`config.mk`:
```
export PLATFORM = sky130hd
export DESIGN_NAME = sobel_gradient_pipe
export DESIGN_NICKNAME = d
export VERILOG_FILES = /design/src/rtl/sobel_gradient_pipe.sv
export SDC_FILE = /design/constraint.sdc
export NUM_CORES = 1
export LEC_CHECK = 0
export ABC_AREA = 0
export BUFFER_PORTS_ARGS = -buffer_cell sky130_fd_sc_hd__buf_2
export CAP_MARGIN = 20
export CORE_MARGIN = 4
export CORE_UTILIZATION = 59
export CTS_CLUSTER_SIZE = 24
export DETAILED_ROUTE_END_ITERATION = 7
export GPL_TIMING_DRIVEN = 0
export PLACE_DENSITY = 0.83
export SETUP_SLACK_MARGIN = 0.15
export SLEW_MARGIN = 20
export SYNTH_ARGS = -nofsm -noshare
export SYNTH_HDL_FRONTEND = slang
export SYNTH_SLANG_ARGS = --single-unit
export TNS_END_PERCENT = 50
```
`constraint.sdc`:
```
create_clock -name clk -period 4.3 [get_ports clk]
set_input_delay 0.86 -clock clk [delete_from_list [all_inputs] [get_ports clk]]
set_output_delay 0.86 -clock clk [all_outputs]
set_load 0.01 [all_outputs]
```
`src/rtl/sobel_gradient_pipe.sv`:
```
// Three-stage Sobel gradient pipeline: partial sums, signed Gx/Gy, then mode
// select (Gx, Gy, |Gx|+|Gy| or thresholded edge) with a saturating edge counter.
module sobel_gradient_pipe #(
  parameter int PIXEL_W = 8,
  parameter int CNT_W   = 16,
  localparam int RW     = PIXEL_W + 3
) (
  input  logic                 clk,
  input  logic                 n_rst,
  input  logic [9*PIXEL_W-1:0] window_in,
  input  logic [1:0]           mode,
  input  logic [RW-1:0]        threshold,
  input  logic                 in_valid,
  output logic                 in_ready,
  output logic [RW-1:0]        result,
  output logic                 out_valid,
  input  logic                 out_ready,
  input  logic                 clear_count,
  output logic [CNT_W-1:0]     edge_count
);

  localparam int PW = PIXEL_W + 2;
  localparam logic [1:0] MODE_GX   = 2'b00;
  localparam logic [1:0] MODE_GY   = 2'b01;
  localparam logic [1:0] MODE_MAG  = 2'b10;
  localparam logic [1:0] MODE_EDGE = 2'b11;
  localparam logic [RW-1:0] EDGE_VAL = RW'((1 << PIXEL_W) - 1);

  logic [PIXEL_W-1:0] w_p [9];
  logic [PW-1:0]      w_gx_pos, w_gx_neg, w_gy_pos, w_gy_neg;
  logic               w_advance;
  logic               w_unused;
  logic [RW-1:0]      w_abs_gx, w_abs_gy, w_mag;
  logic               w_mag_ge_thr;
  logic [RW-1:0]      w_result_next;
  logic               w_edge_hit;

  logic               r_s1_valid;
  logic [PW-1:0]      r_s1_gx_pos, r_s1_gx_neg, r_s1_gy_pos, r_s1_gy_neg;
  logic [1:0]         r_s1_mode;
  logic [RW-1:0]      r_s1_thr;
  logic               r_s2_valid;
  logic [RW-1:0]      r_s2_gx, r_s2_gy;
  logic [1:0]         r_s2_mode;
  logic [RW-1:0]      r_s2_thr;
  logic               r_s3_valid;
  logic [RW-1:0]      r_s3_result;
  logic               r_s3_edge;
  logic [CNT_W-1:0]   r_edge_count;

  always_comb begin
    for (int k = 0; k < 9; k++) begin
      w_p[k] = window_in[k*PIXEL_W +: PIXEL_W];
    end
  end

  // The centre pixel has zero weight in both kernels.
  assign w_unused = ^w_p[4];

  assign w_gx_pos = PW'(w_p[2]) + (PW'(w_p[5]) << 1) + PW'(w_p[8]);
  assign w_gx_neg = PW'(w_p[0]) + (PW'(w_p[3]) << 1) + PW'(w_p[6]);
  assign w_gy_pos = PW'(w_p[6]) + (PW'(w_p[7]) << 1) + PW'(w_p[8]);
  assign w_gy_neg = PW'(w_p[0]) + (PW'(w_p[1]) << 1) + PW'(w_p[2]);

  // Handshake: a word moves on in_valid && in_ready, out on out_valid && out_ready;
  // every stage shifts only when the output slot is empty or being drained.
  assign w_advance = !r_s3_valid || out_ready;
  assign in_ready  = w_advance;

  assign w_abs_gx     = r_s2_gx[RW-1] ? (-r_s2_gx) : r_s2_gx;
  assign w_abs_gy     = r_s2_gy[RW-1] ? (-r_s2_gy) : r_s2_gy;
  assign w_mag        = w_abs_gx + w_abs_gy;
  assign w_mag_ge_thr = (w_mag >= r_s2_thr);
  assign w_edge_hit   = (r_s2_mode == MODE_EDGE) && w_mag_ge_thr;

  always_comb begin
    w_result_next = '0;
    case (r_s2_mode)
      MODE_GX:   w_result_next = r_s2_gx;
      MODE_GY:   w_result_next = r_s2_gy;
      MODE_MAG:  w_result_next = w_mag;
      MODE_EDGE: w_result_next = w_mag_ge_thr ? EDGE_VAL : '0;
      default:   w_result_next = '0;
    endcase
  end

  always_ff @(posedge clk or negedge n_rst) begin
    if (!n_rst) begin
      r_s1_valid  <= 1'b0;
      r_s1_gx_pos <= '0;
      r_s1_gx_neg <= '0;
      r_s1_gy_pos <= '0;
      r_s1_gy_neg <= '0;
      r_s1_mode   <= '0;
      r_s1_thr    <= '0;
      r_s2_valid  <= 1'b0;
      r_s2_gx     <= '0;
      r_s2_gy     <= '0;
      r_s2_mode   <= '0;
      r_s2_thr    <= '0;
      r_s3_valid  <= 1'b0;
      r_s3_result <= '0;
      r_s3_edge   <= 1'b0;
    end else if (w_advance) begin
      r_s1_valid <= in_valid;
      if (in_valid) begin
        r_s1_gx_pos <= w_gx_pos;
        r_s1_gx_neg <= w_gx_neg;
        r_s1_gy_pos <= w_gy_pos;
        r_s1_gy_neg <= w_gy_neg;
        r_s1_mode   <= mode;
        r_s1_thr    <= threshold;
      end
      r_s2_valid <= r_s1_valid;
      if (r_s1_valid) begin
        r_s2_gx   <= RW'(r_s1_gx_pos) - RW'(r_s1_gx_neg);
        r_s2_gy   <= RW'(r_s1_gy_pos) - RW'(r_s1_gy_neg);
        r_s2_mode <= r_s1_mode;
        r_s2_thr  <= r_s1_thr;
      end
      r_s3_valid <= r_s2_valid;
      // Result keeps its last value across bubbles.
      if (r_s2_valid) begin
        r_s3_result <= w_result_next;
        r_s3_edge   <= w_edge_hit;
      end
    end
  end

  always_ff @(posedge clk or negedge n_rst) begin
    if (!n_rst) begin
      r_edge_count <= '0;
    end else if (clear_count) begin
      r_edge_count <= '0;
    end else if (r_s3_valid && out_ready && r_s3_edge && (r_edge_count != '1)) begin
      r_edge_count <= r_edge_count + 1'b1;
    end
  end

  assign out_valid  = r_s3_valid;
  assign result     = r_s3_result;
  assign edge_count = r_edge_count;

endmodule

```
# Yosys cells after proc, flatten, opt, wreduce, memory -nomap -nowiden
# Cells that the tools add are included.
# op_classes
muxes	6
reduce_logical	11
n_eq_ne	4
magnitude_cmp	1
addsub	14
# ops
cell	count
one-hot mux 11 bit (4 select lines)	1
adder 10 x 8 -> 10 bit	4
adder 8 x 9 -> 10 bit	4
two-way mux 16 bit	2
two-way mux 11 bit	2
negator 11 bit	2
subtractor 10 x 10 -> 11 bit	2
adder 16 x 1 -> 16 bit (second input constant)	1
inequality test 16 bit (second input constant)	1
adder 11 bit	1
>= comparator 11 bit	1
two-way mux 8 bit	1
AND reduction 2 bit	3
equality test 2 bit (second input constant)	2
logical AND 1 bit	4
equality test 2 x 1 -> 1 bit (second input constant)	1
logical NOT 2 bit	1
nonzero test 2 bit	1
logical NOT 1 bit	1
logical OR 1 bit	1
# totals
inputBits	90
regBits	119
elab_cells	52
output_inout_bits	29

# Logic depth before layout (Yosys ltp)
# Gate-level depths: netlist of the first run.
# logic_depth
word_depth	6
ltp_mapped	19
mapped_depth_nobuf	19

# Worst setup path after synthesis of the first run
# Ideal clock, no wire load.
# synth_path
path_type	reg2reg
startpoint	reg r_s2_gy[0]
endpoint	reg r_s3_result[0], in the netlist result[0]
synth_period_minus_slack_ns	3.628
t_required_ns	4.217
stages_incl_launch_ff	19
arrival_ns	3.546
path_slack_ns	0.672
path_buffers	0
setup_time_ns	0.083
cell_sequence	dfrtp_1 inv_1 ha_1 nor3b_1 nand2b_1 xnor2_1 ha_1 nand3_1 o211ai_1 o41ai_1 o21bai_1 a21oi_1 xnor2_1 ha_1 nand3_1 a211o_1 a31oi_1 o21bai_1 o21ai_0
# synth_between
elab_chain_len	6
# synth_rtl
element	line	source
start, declared	43	logic [RW-1:0] r_s2_gx, r_s2_gy;
start signal, assigned	117	r_s2_gy <= RW'(r_s1_gy_pos) - RW'(r_s1_gy_neg);
negator 11 bit	71	assign w_abs_gy = r_s2_gy[RW-1] ? (-r_s2_gy) : r_s2_gy;
two-way mux 11 bit	71	
adder 11 bit	72	assign w_mag = w_abs_gx + w_abs_gy;
>= comparator 11 bit	73	assign w_mag_ge_thr = (w_mag >= r_s2_thr);
two-way mux 8 bit	82	MODE_EDGE: w_result_next = w_mag_ge_thr ? EDGE_VAL : '0;
one-hot mux 11 bit (4 select lines) *	78	case (r_s2_mode)
end signal, assigned	124	r_s3_result <= w_result_next;
end, declared	47	logic [RW-1:0] r_s3_result;
# Every way passes the cells marked *; elsewhere a longest branch is shown, timed or not.
# A chain may end at the register's enable or synchronous reset.

# Worst setup path after layout of the first run
# layout_path
startpoint	reg r_s2_gx[0]
endpoint	reg r_s3_result[5], in the netlist result[5]
# layout_between
elab_chain_len	6
# layout_rtl
element	line	source
start, declared	43	
start signal, assigned	116	r_s2_gx <= RW'(r_s1_gx_pos) - RW'(r_s1_gx_neg);
negator 11 bit	70	assign w_abs_gx = r_s2_gx[RW-1] ? (-r_s2_gx) : r_s2_gx;
two-way mux 11 bit *	70	
adder 11 bit *	72	
>= comparator 11 bit	73	
two-way mux 8 bit	82	
one-hot mux 11 bit (4 select lines) *	78	
# Marked as above.

==> impl_metrics.env, run 1 <==
export IMPL_clk_insertion_delay_late_ns=0.42
export IMPL_tightest_slew_ns=0.695
export IMPL_ys_seq_elements=119
export IMPL_track_usage=0.257
export IMPL_grt_max_degree=74
export IMPL_cp_max_fo=5
export IMPL_timing_hold_violations_final=0
export IMPL_post_dp_cell_area_sq_um=9590
export IMPL_ys_async_sr_fraction=1.00
export IMPL_cts_tree="yes"
export IMPL_wire_per_inst_um=16.4
export IMPL_synth_compound_area_frac=0.157
export IMPL_fp_row_count=44
export IMPL_antenna_found_initial=0
export IMPL_syn_nets=1161
export IMPL_fp_dieW_um=130
export IMPL_period_share=0.907
export IMPL_clkTransAtPathRegs_ns=0.05
export IMPL_synthXorXnorAreaFrac=0.0549
export IMPL_io_buffers=109
export IMPL_placed_cells=1250
export IMPL_die_area_sq_um=16900
export IMPL_stdcell_area_sq_um=10200
export IMPL_die_h_um=130
export IMPL_synth_top_area_cell="dfrtp_1"
export IMPL_final_cell_count_no_fill=1278
export IMPL_powerDensity_nw_per_um2=840
export IMPL_ys_flop_type="dfrtp_1"
export IMPL_reg2reg_depth=18
export IMPL_fp_coreArea_sq_um=14500
export IMPL_start_util=0.604
export IMPL_synth_mux_area_fraction=0.0318
export IMPL_cp_common_cell="ha_1"
export IMPL_area_delta_synth_final_pct=15.8
export IMPL_grt_pass1_vias=7396
export IMPL_ant_nets=0
export IMPL_report_power_total_uw=8550
export IMPL_r2r_end="result[5]"
export IMPL_nFillCells=1158
export IMPL_busiest_layer="met2"
export IMPL_seq_area_frac_synth=0.339
export IMPL_use_met2=0.444
export IMPL_cp_slowest_cell="o41ai_2"
export IMPL_synthTopCellsByArea="dfrtp_1 (34%), ha_1 (11%), fa_1 (8.0%)"
export IMPL_drt_pass1_iter_count=5
export IMPL_fmax_mhz=256
export IMPL_cp_cell_sequence="inv_1 -> ha_1 -> nand2b_1 -> o21ai_0 -> xnor2_1 -> ha_1 -> nand3_1 -> o211ai_1 -> o41ai_2 -> o21bai_2 -> a21oi_2 -> xnor2_1 -> ha_1 -> nand3_1 -> a211o_1 -> a31oi_4 -> o221ai_1 -> a21oi_1"
export IMPL_holdCritPathClass="in -> async"
export IMPL_synth_top_area_share=0.339
export IMPL_diodes=0
export IMPL_status="finished clean"
export IMPL_globalplace_congestion=0.975
export IMPL_critPathKind="reg -> reg"
export IMPL_grtUsageMet1=0.324
export IMPL_endpoint_kind="flop"
export IMPL_synth_edf_count=0
export IMPL_cts_htree_levels=4
export IMPL_synth_fa_ha_area_frac=0.194
export IMPL_grt_util_met3=0.0430
export IMPL_crit_required_ns=4.65
export IMPL_synth_simple_area_share=0.178
export IMPL_vias_per_cell=5.84
export IMPL_crit_family="compound AO/OA/AOI/OAI gates"
export IMPL_start_kind="flop"
export IMPL_vdd_drop_max_v=0.000451
export IMPL_rsz0062_at_grt="yes"
export IMPL_hpwl_um=16300
export IMPL_maxCapViolCount=0
export IMPL_ys_warn_count=0
export IMPL_cts_buffers_inserted=17
export IMPL_drc=0
export IMPL_avgSynthCellArea_sq_um=9.19
export IMPL_critPathBufInv=1
export IMPL_reg2reg_from="r_s2_gx[0]"
export IMPL_skew_ns=0.0144
export IMPL_max_stage_delay_ns=0.44
export IMPL_grt_ovfl_total=0
export IMPL_nNetsFinal=1291
export IMPL_cp_arrival_ns=4.25
export IMPL_post_route_cells_drive_above_1_share=0.157
export IMPL_route_vias_total=7467
export IMPL_fin_util=0.700
export IMPL_slew_violations=0
export IMPL_cts_sinks=119
export IMPL_synth_cell_type_count=59
export IMPL_fin_hold_ws_ns=0.367
export IMPL_drt_iter0_markers=439
export IMPL_netlist_instances=956
export IMPL_grt_pass1_wl_um=34700
export IMPL_setup_viol=0
export IMPL_cts_path_max_buffers=2
export IMPL_reg2reg_slack_ns=0.40
export IMPL_synth_top_family_by_area="adder cells"
export IMPL_syn_area_sq_um=8780
export IMPL_min_period_ns=3.90
export IMPL_worstSetupStartpoint="r_s2_gx[0]"
export IMPL_wl_um=20900
export IMPL_maxSlewHeadroom=0.536
export IMPL_cts_root_buf="clkbuf_16"
export IMPL_io_pins=119
export IMPL_power_leakage_uw=0.00481
final cells by class:
cell class                      instances  area, sq um  share of cell area
Multi-Input combinational cell        731         5450               0.536
Sequential cell                       119         2980               0.293
Timing Repair Buffer                  111          587              0.0577
Clock buffer                           23          498              0.0490
Inverter                               72          270              0.0266
Tap cell                              184          230              0.0226
Buffer                                 34          130              0.0128
Clock inverter                          4         22.5             0.00221
kinds of logic after synthesis:
| family | count (synthesis) |
|---|---|
| buffers and inverters | 106 |
| AND/OR/NAND/NOR | 316 |
| XOR/XNOR | 55 |
| AO/OA/AOI/OAI | 219 |
| flip-flops | 119 |
| multiplexers | 26 |
| adder cells (fa/ha/maj) | 115 |
where the power goes:
part	internal, uW	switching (uW)	leakage (uW)
clock network	790	462	0.000259
registers	1530	332	0.00148
logic	2320	3110	0.00308
total	4640	3910	0.00481
synth_stat cells, types with 20 or more instances:
cell / number
nand2_1: 127
dfrtp_1: 119
ha_1: 80
o21ai_0: 77
inv_1: 72
nor2_1: 53
a21oi_1: 41
fa_1: 35
xnor2_1: 34
clkbuf_1: 26
nand3_1: 23
xor2_1: 21
nor3_1: 20
metal layers:
layer	vias to the layer above	share of wire
met5	-	0
met2	257	0.49
met4	0	0.027
met3	39	0.051
met1	3565	0.43
li1	3606	-
how the worst max path moves through the flow:
stage / to / slack, ns / cells past startpoint
floorplan: result[0] / 0.67 / 18
global placement: result[1] / 0.08 / 18
detailed placement: result[1] / -0.02 / 18
CTS: result[1] / 0.20 / 18
global route: result[2] / 0.13 / 18
finish: result[5] / 0.40 / 18
placed cells by master (no fill, tap or decap), types with 4 or more instances in the layout:
cell and count:
o21ai_0 75, nand3b_1 7, nand4_1 6, mux2i_1 11
nand2_1 127, clkbuf_1 25, o21a_1 10, xor2_1 21
nand2b_1 13, a31oi_1 6, nor2b_1 10, a21o_1 11
fa_1 35, mux2_2 15, a211oi_1 8, xnor2_1 34
buf_1 8, dfrtp_1 117, clkbuf_8 5, a211o_1 5
a21boi_0 8, or3_1 11, clkbuf_16 17, nor2_1 53
and2_1 4, a31o_2 4, o31ai_1 16, buf_2 108
o211ai_1 7, o41ai_1 4, nand3_1 23, nor4b_1 8
inv_1 72, nor3_1 20, a21oi_1 40, ha_1 80
nor3b_1 13
worst register-to-register path: stages, from the launching register on:
cell and delay [ns]:
dfrtp_2 0.43, inv_1 0.07, ha_1 0.21, nand2b_1 0.12, o21ai_0 0.21, xnor2_1 0.10, ha_1 0.37, nand3_1 0.11
o211ai_1 0.14, o41ai_2 0.44, o21bai_2 0.13, a21oi_2 0.15, xnor2_1 0.08, ha_1 0.30, nand3_1 0.10, a211o_1 0.28
a31oi_4 0.25, o221ai_1 0.17, a21oi_1 0.17
per-stage QoR:
| stage | setup WS [ns] | TNS [ns] |
|---|---|---|
| after CTS | 0.199 | 0 |
| after global placement | 0.0800 | 0 |
| after floorplan | 0.672 | 0 |
| final | 0.400 | 0 |
| after global routing | 0.130 | 0 |
| after detailed placement | -0.0210 | -0.0235 |
registers in the layout (all words and copies together), names as in the netlist, 2 cells and up:
name,cells
r_s1_thr,11
r_s1_mode,2
r_s2_gx,11
r_s2_mode,2
r_s1_gx_pos,10
r_s1_gx_neg,10
result,11
edge_count,16
r_s2_thr,11
r_s1_gy_neg,10
r_s2_gy,11
r_s1_gy_pos,10
what timing repair did:
item / 4_1_cts / 5_1_grt
gates resized for setup: 2 / 14
hold endpoints to repair: 0 / 0
endpoints found under the setup margin: 8 / 9
buffers inserted: 0 / 1
cloned: 0 / 0
hold buffers: 0 / 0
pin swaps: 0 / 3
No activity file was read; power rests on OpenSTA's default activity.
==> run 2, diff against run 1 <==
--- a/config.mk
+++ b/config.mk
@@ -13,7 +13,7 @@
 export CTS_CLUSTER_SIZE = 24
 export DETAILED_ROUTE_END_ITERATION = 7
 export GPL_TIMING_DRIVEN = 0
-export PLACE_DENSITY = 0.83
+export PLACE_DENSITY_LB_ADDON = 0.12
 export SETUP_SLACK_MARGIN = 0.15
 export SLEW_MARGIN = 20
 export SYNTH_ARGS = -nofsm -noshare
==> run 2 against run 1 <==
  * Sequential share of layout area is 0.34 points lower
  * Largest power group unchanged
  * Setup slack worse by 0.012 ns
  * Worst hold slack lost 0.026 ns
  * Clock-buffer cell count decreased by 3
  * Power up 4.0%
  * Clock skew fell by 0.0079 ns
  * Register-to-register slack about the same
==> impl_metrics.env, run 2 (synthesized netlist as in run 1, its figures left out) <==
export IMPL_antenna_found_initial=0
export IMPL_tightest_slew_ns=0.706
export IMPL_power_leakage_uw=0.00486
export IMPL_grt_util_met3=0.0454
export IMPL_final_common_cell="nand2_1"
export IMPL_cp_slowest_cell="dfrtp_2"
export IMPL_cts_root_buf="clkbuf_16"
export IMPL_grt_ovfl_total=0
export IMPL_maxSlewHeadroom=0.529
export IMPL_layout_common_cells="nand2_1 (127), dfrtp_1 (118), buf_2 (108)"
export IMPL_wire_per_inst_um=16.3
export IMPL_post_route_cells_drive_above_1_share=0.160
export IMPL_busiest_layer="met2"
export IMPL_fp_coreArea_sq_um=14500
export IMPL_grtUsageMet1=0.333
export IMPL_cp_max_fo=5
export IMPL_vdd_drop_max_v=0.000470
export IMPL_period_share=0.910
export IMPL_die_h_um=130
export IMPL_timing_hold_violations_final=0
export IMPL_clkTransAtPathRegs_ns=0.05
export IMPL_critPathBufInv=1
export IMPL_cp_num_cells=18
export IMPL_holdCritPathClass="in -> async"
export IMPL_route_vias_total=7254
export IMPL_globalplace_congestion=0.916
export IMPL_crit_required_ns=4.64
export IMPL_critPathKind="reg -> reg"
export IMPL_grt_pass1_vias=7130
export IMPL_switching_share=0.449
export IMPL_drt_pass1_iter_count=5
export IMPL_diodes=0
export IMPL_nFillCells=1214
export IMPL_report_power_total_uw=8890
export IMPL_nNetsFinal=1293
export IMPL_grt_max_degree=79
export IMPL_status="finished clean"
export IMPL_track_usage=0.256
export IMPL_cts_htree_levels=4
export IMPL_grt_pass1_wl_um=34200
export IMPL_skew_ns=0.00652
export IMPL_fp_row_count=44
export IMPL_cp_common_cell="ha_1"
export IMPL_drc=0
export IMPL_rsz0062_at_grt="no"
export IMPL_max_stage_delay_ns=0.43
export IMPL_start_kind="flop"
export IMPL_min_period_ns=3.91
export IMPL_slew_violations=0
export IMPL_cts_tree="yes"
export IMPL_cell_internal_pwr_uw=4900
export IMPL_die_area_sq_um=16900
export IMPL_largest_reg_flops=16
export IMPL_p_seq_frac=0.208
export IMPL_power_switching_uw=3990
export IMPL_seq_area_sq_um=2980
export IMPL_fmax_mhz=256
export IMPL_powerDensity_nw_per_um2=865
export IMPL_drt_iter0_markers=359
export IMPL_placed_cells=1250
export IMPL_hpwl_um=16300
export IMPL_clockPowerShare=0.167
export IMPL_setup_viol=0
export IMPL_ant_nets=0
export IMPL_io_pins=119
export IMPL_stdcell_area_sq_um=10300
export IMPL_multi_input_area_sq_um=5450
export IMPL_io_buffers=109
export IMPL_wl_um=20900
export IMPL_final_cell_count_no_fill=1285
export IMPL_cp_cell_sequence="inv_1 -> ha_1 -> nor3b_4 -> nand2b_1 -> xnor2_1 -> ha_1 -> nand3_1 -> o211ai_1 -> o41ai_2 -> o21bai_1 -> a21oi_1 -> xnor2_1 -> ha_1 -> nand3_1 -> a211o_1 -> a31oi_4 -> o221ai_1 -> a21oi_1"
export IMPL_start_util=0.604
export IMPL_maxCapViolCount=0
export IMPL_crit_family="compound AO/OA/AOI/OAI gates"
export IMPL_post_dp_cell_area_sq_um=9590
export IMPL_cp_arrival_ns=4.25
export IMPL_use_met2=0.421
export IMPL_area_delta_synth_final_pct=17.1
export IMPL_power_frac_comb=0.625
export IMPL_cts_sinks=119
export IMPL_cts_path_max_buffers=2
export IMPL_vias_per_cell=5.65
export IMPL_endpoint_kind="flop"
export IMPL_clk_insertion_delay_late_ns=0.42
export IMPL_fin_tns_setup_ns=0
export IMPL_cts_buffers_inserted=17
export IMPL_fp_dieW_um=130
export IMPL_fin_hold_ws_ns=0.341
export IMPL_reg2reg_depth=18
run 2: area by class of cell:
| class | instances | area share |
|---|---|---|
| Clock buffer | 20 | 0.0434 |
| Multi-Input combinational cell | 731 | 0.530 |
| Inverter | 72 | 0.0263 |
| Sequential cell | 119 | 0.290 |
| Timing Repair Buffer | 113 | 0.0585 |
| Clock inverter | 12 | 0.0170 |
| Buffer | 34 | 0.0127 |
| Tap cell | 184 | 0.0224 |
run 2: what timing repair did:
| action | in CTS | in global routing |
|---|---|---|
| pin swaps | 0 | 5 |
| resized for setup | 2 | 13 |
| setup buffers | 0 | 3 |
| endpoints found under the setup margin | 8 | 8 |
| hold buffers | 0 | 0 |
run 2: per-stage QoR:
step / utilization / setup WS (ns)
after CTS: 0.704 / 0.202
after global placement: 0.658 / -0.00226
final: 0.708 / 0.389
after floorplan: - / 0.672
after global routing: 0.708 / 0.102
after detailed placement: 0.660 / -0.0175
run 2: power by group through the flow:
stage	Combinational, uW	Clock, uW	Sequential, uW
floorplan	3890	0	1790
global placement	5030	0	1850
detailed placement	5130	0	1850
CTS	5220	1510	1840
global route	6230	1550	1900
finish	5560	1480	1850
run 2: metal layers:
metal  part of all wire  vias up  wire length [um]
li1                   -     3619                 -
met1               0.44     3402              9190
met2               0.48      188              9980
met3              0.045       45               943
met4              0.039        0               824
met5                  0        -                 0
run 2: final timing paths:
kind | startpoint | endpoint | slack, ns
worst max register to register | r_s2_gy[0] | result[5] | 0.39
worst min-delay path | n_rst | r_s1_thr[8] | 0.34
max in group asynchronous | n_rst | r_s2_gy[8] | 3.24
min in group clk | r_s1_thr[3] | r_s1_thr[3] | 0.47
worst min register to register | r_s1_thr[3] | r_s1_thr[3] | 0.47
worst max-delay path | r_s2_gy[0] | result[5] | 0.39
==> run 3, diff against run 2 <==
--- a/config.mk
+++ b/config.mk
@@ -9,12 +9,14 @@
 export BUFFER_PORTS_ARGS = -buffer_cell sky130_fd_sc_hd__buf_2
 export CAP_MARGIN = 20
 export CORE_MARGIN = 4
-export CORE_UTILIZATION = 59
+export CORE_UTILIZATION = 53
 export CTS_CLUSTER_SIZE = 24
 export DETAILED_ROUTE_END_ITERATION = 7
 export GPL_TIMING_DRIVEN = 0
 export PLACE_DENSITY_LB_ADDON = 0.12
+export REMOVE_ABC_BUFFERS = 1
 export SETUP_SLACK_MARGIN = 0.15
+export SKIP_CTS_REPAIR_TIMING = 1
 export SLEW_MARGIN = 20
 export SYNTH_ARGS = -nofsm -noshare
 export SYNTH_HDL_FRONTEND = slang
==> constraint.sdc (replaced) <==
create_clock -name clk -period 3.5 [get_ports clk]
set_input_delay 0.7 -clock clk [delete_from_list [all_inputs] [get_ports clk]]
set_output_delay 0.7 -clock clk [all_outputs]
set_load 0.01 [all_outputs]
==> run 3 against run 2 <==
  * The flow now finishes with violations (negative setup slack)
  * Core utilization decreased by 6.1 points
  * Power increased by 22%
  * Flip-flop and latch count unchanged
  * Register-to-register slack got worse by 0.79 ns
  * Sequential power increased by 30%
  * Highest routed layer unchanged
==> impl_metrics.env, run 3 (synthesized netlist as in run 1, its figures left out) <==
export IMPL_start_kind="flop"
export IMPL_grt_pass1_vias=6639
export IMPL_tightest_slew_ns=1.07
export IMPL_holdCritPathClass="in -> async"
export IMPL_skew_ns=0.00686
export IMPL_power_leakage_uw=0.00490
export IMPL_grt_ovfl_total=0
export IMPL_post_dp_cell_area_sq_um=9550
export IMPL_stdcell_area_sq_um=10400
export IMPL_track_usage=0.218
export IMPL_fp_coreArea_sq_um=16100
export IMPL_cp_max_fo=5
export IMPL_final_cell_count_no_fill=1292
export IMPL_cts_htree_levels=4
export IMPL_cp_cell_sequence="inv_2 -> ha_4 -> nor3b_4 -> nand2b_4 -> xnor2_2 -> ha_1 -> nand3_1 -> o211ai_1 -> o41ai_2 -> o21bai_1 -> a21oi_1 -> xnor2_1 -> ha_1 -> nand3_2 -> a211o_1 -> a31oi_4 -> o221ai_2 -> a21oi_2"
export IMPL_fin_tns_setup_ns=-3.41
export IMPL_period_share=1.12
export IMPL_cts_tree="yes"
export IMPL_area_delta_synth_final_pct=18.3
export IMPL_post_route_cells_drive_above_1_share=0.191
export IMPL_cts_sinks=119
export IMPL_vias_per_cell=5.38
export IMPL_rsz0062_at_grt="yes"
export IMPL_setup_viol=9
export IMPL_max_stage_delay_ns=0.40
export IMPL_status="complete, but fails checks"
export IMPL_min_period_ns=3.90
export IMPL_slew_violations=0
export IMPL_largest_reg_flops=16
export IMPL_clk_insertion_delay_late_ns=0.42
export IMPL_die_h_um=137
export IMPL_critPathKind="reg -> reg"
export IMPL_cp_common_cell="ha_1"
export IMPL_reg2reg_depth=18
export IMPL_clkTransAtPathRegs_ns=0.05
export IMPL_placed_cells=1250
export IMPL_timing_hold_violations_final=0
export IMPL_fp_dieW_um=137
export IMPL_powerDensity_nw_per_um2=1050
export IMPL_io_buffers=110
export IMPL_cp_num_cells=18
export IMPL_layout_common_cells="nand2_1 (125), dfrtp_1 (116), buf_2 (109)"
export IMPL_cts_buffers_inserted=17
export IMPL_diodes=0
export IMPL_io_pins=119
export IMPL_cts_root_buf="clkbuf_16"
export IMPL_grt_pass1_wl_um=32200
export IMPL_die_area_sq_um=18700
export IMPL_hpwl_um=14900
export IMPL_maxCapViolCount=0
export IMPL_endpoint_kind="flop"
export IMPL_drc=0
export IMPL_grt_max_degree=78
export IMPL_critPathBufInv=1
export IMPL_wl_um=19700
export IMPL_vdd_drop_max_v=0.000886
export IMPL_route_vias_total=6950
export IMPL_crit_family="compound AO/OA/AOI/OAI gates"
export IMPL_crit_required_ns=3.85
export IMPL_layout_setup_ws_ns=-0.403
export IMPL_final_common_cell="nand2_1"
export IMPL_start_util=0.547
export IMPL_drt_pass1_iter_count=4
export IMPL_maxSlewHeadroom=0.287
export IMPL_ant_nets=0
export IMPL_wire_per_inst_um=15.2
export IMPL_cp_arrival_ns=4.25
export IMPL_globalplace_congestion=0.842
export IMPL_cp_slowest_cell="dfrtp_1"
export IMPL_violations="negative setup slack"
export IMPL_fin_util=0.647
export IMPL_nNetsFinal=1268
export IMPL_place_worst_setup_slack_ns=-0.937
export IMPL_fp_row_count=46
export IMPL_fmax_mhz=256
export IMPL_drt_iter0_markers=339
export IMPL_cts_path_max_buffers=2
export IMPL_antenna_found_initial=0
run 3: cell types whose count changed in the layout (fill, tap and decap cells not counted), moves of 3 or more:
cell | previous run | this run
o21ai_1 | 3 | 7
o21ai_2 | 0 | 4
a21oi_1 | 41 | 38
clkbuf_1 | 26 | 3
clkinvlp_4 | 3 | 0
buf_1 | 8 | 0
clkbuf_8 | 1 | 4
a21oi_2 | 0 | 3
buf_4 | 3 | 10
o21ai_0 | 74 | 66
run 3: layer usage:
| metal | track usage | routed length, um |
|---|---|---|
| met2 | 0.353 | 9220 |
| met1 | 0.296 | 9420 |
| met3 | 0.0485 | 823 |
| met5 | 0 | 0 |
| met4 | 0.0599 | 229 |
run 3: final cells by class:
cell class / instances / area (sq um)
clock buffer: 24 / 492
multi-input combinational: 731 / 5570
inverter: 72 / 270
tap: 216 / 270
fill: 1386 / 5670
timing repair buffer: 122 / 687
clock inverter: 8 / 119
sequential: 119 / 2980
run 3: power breakdown:
part	leakage (uW)	total (uW)	switching [uW]	internal (uW)
Clock	0.000304	1790	602	1190
Combinational	0.00312	6680	3690	2990
Sequential	0.00148	2410	532	1880
run 3: final timing paths:
kind                               from        endpoint  slack (ns)
max reg2reg                  r_s2_gy[1]       result[5]       -0.40
min in group clk           threshold[3]     r_s1_thr[3]        0.47
max in group asynchronous         n_rst  r_s1_gy_pos[6]        2.58
max                          r_s2_gy[1]       result[5]       -0.40
min reg2reg                 r_s1_thr[2]     r_s1_thr[2]        0.47
min                               n_rst     r_s1_thr[3]        0.23
run 3: through the flow:
step	hold WS [ns]	total power (uW)
3_5_place_dp	0.460	8380
5_1_grt	0.261	12000
3_3_place_gp	0.457	8260
4_1_cts	0.247	10200
2_1_floorplan	0.404	6930
6_report	0.234	10900
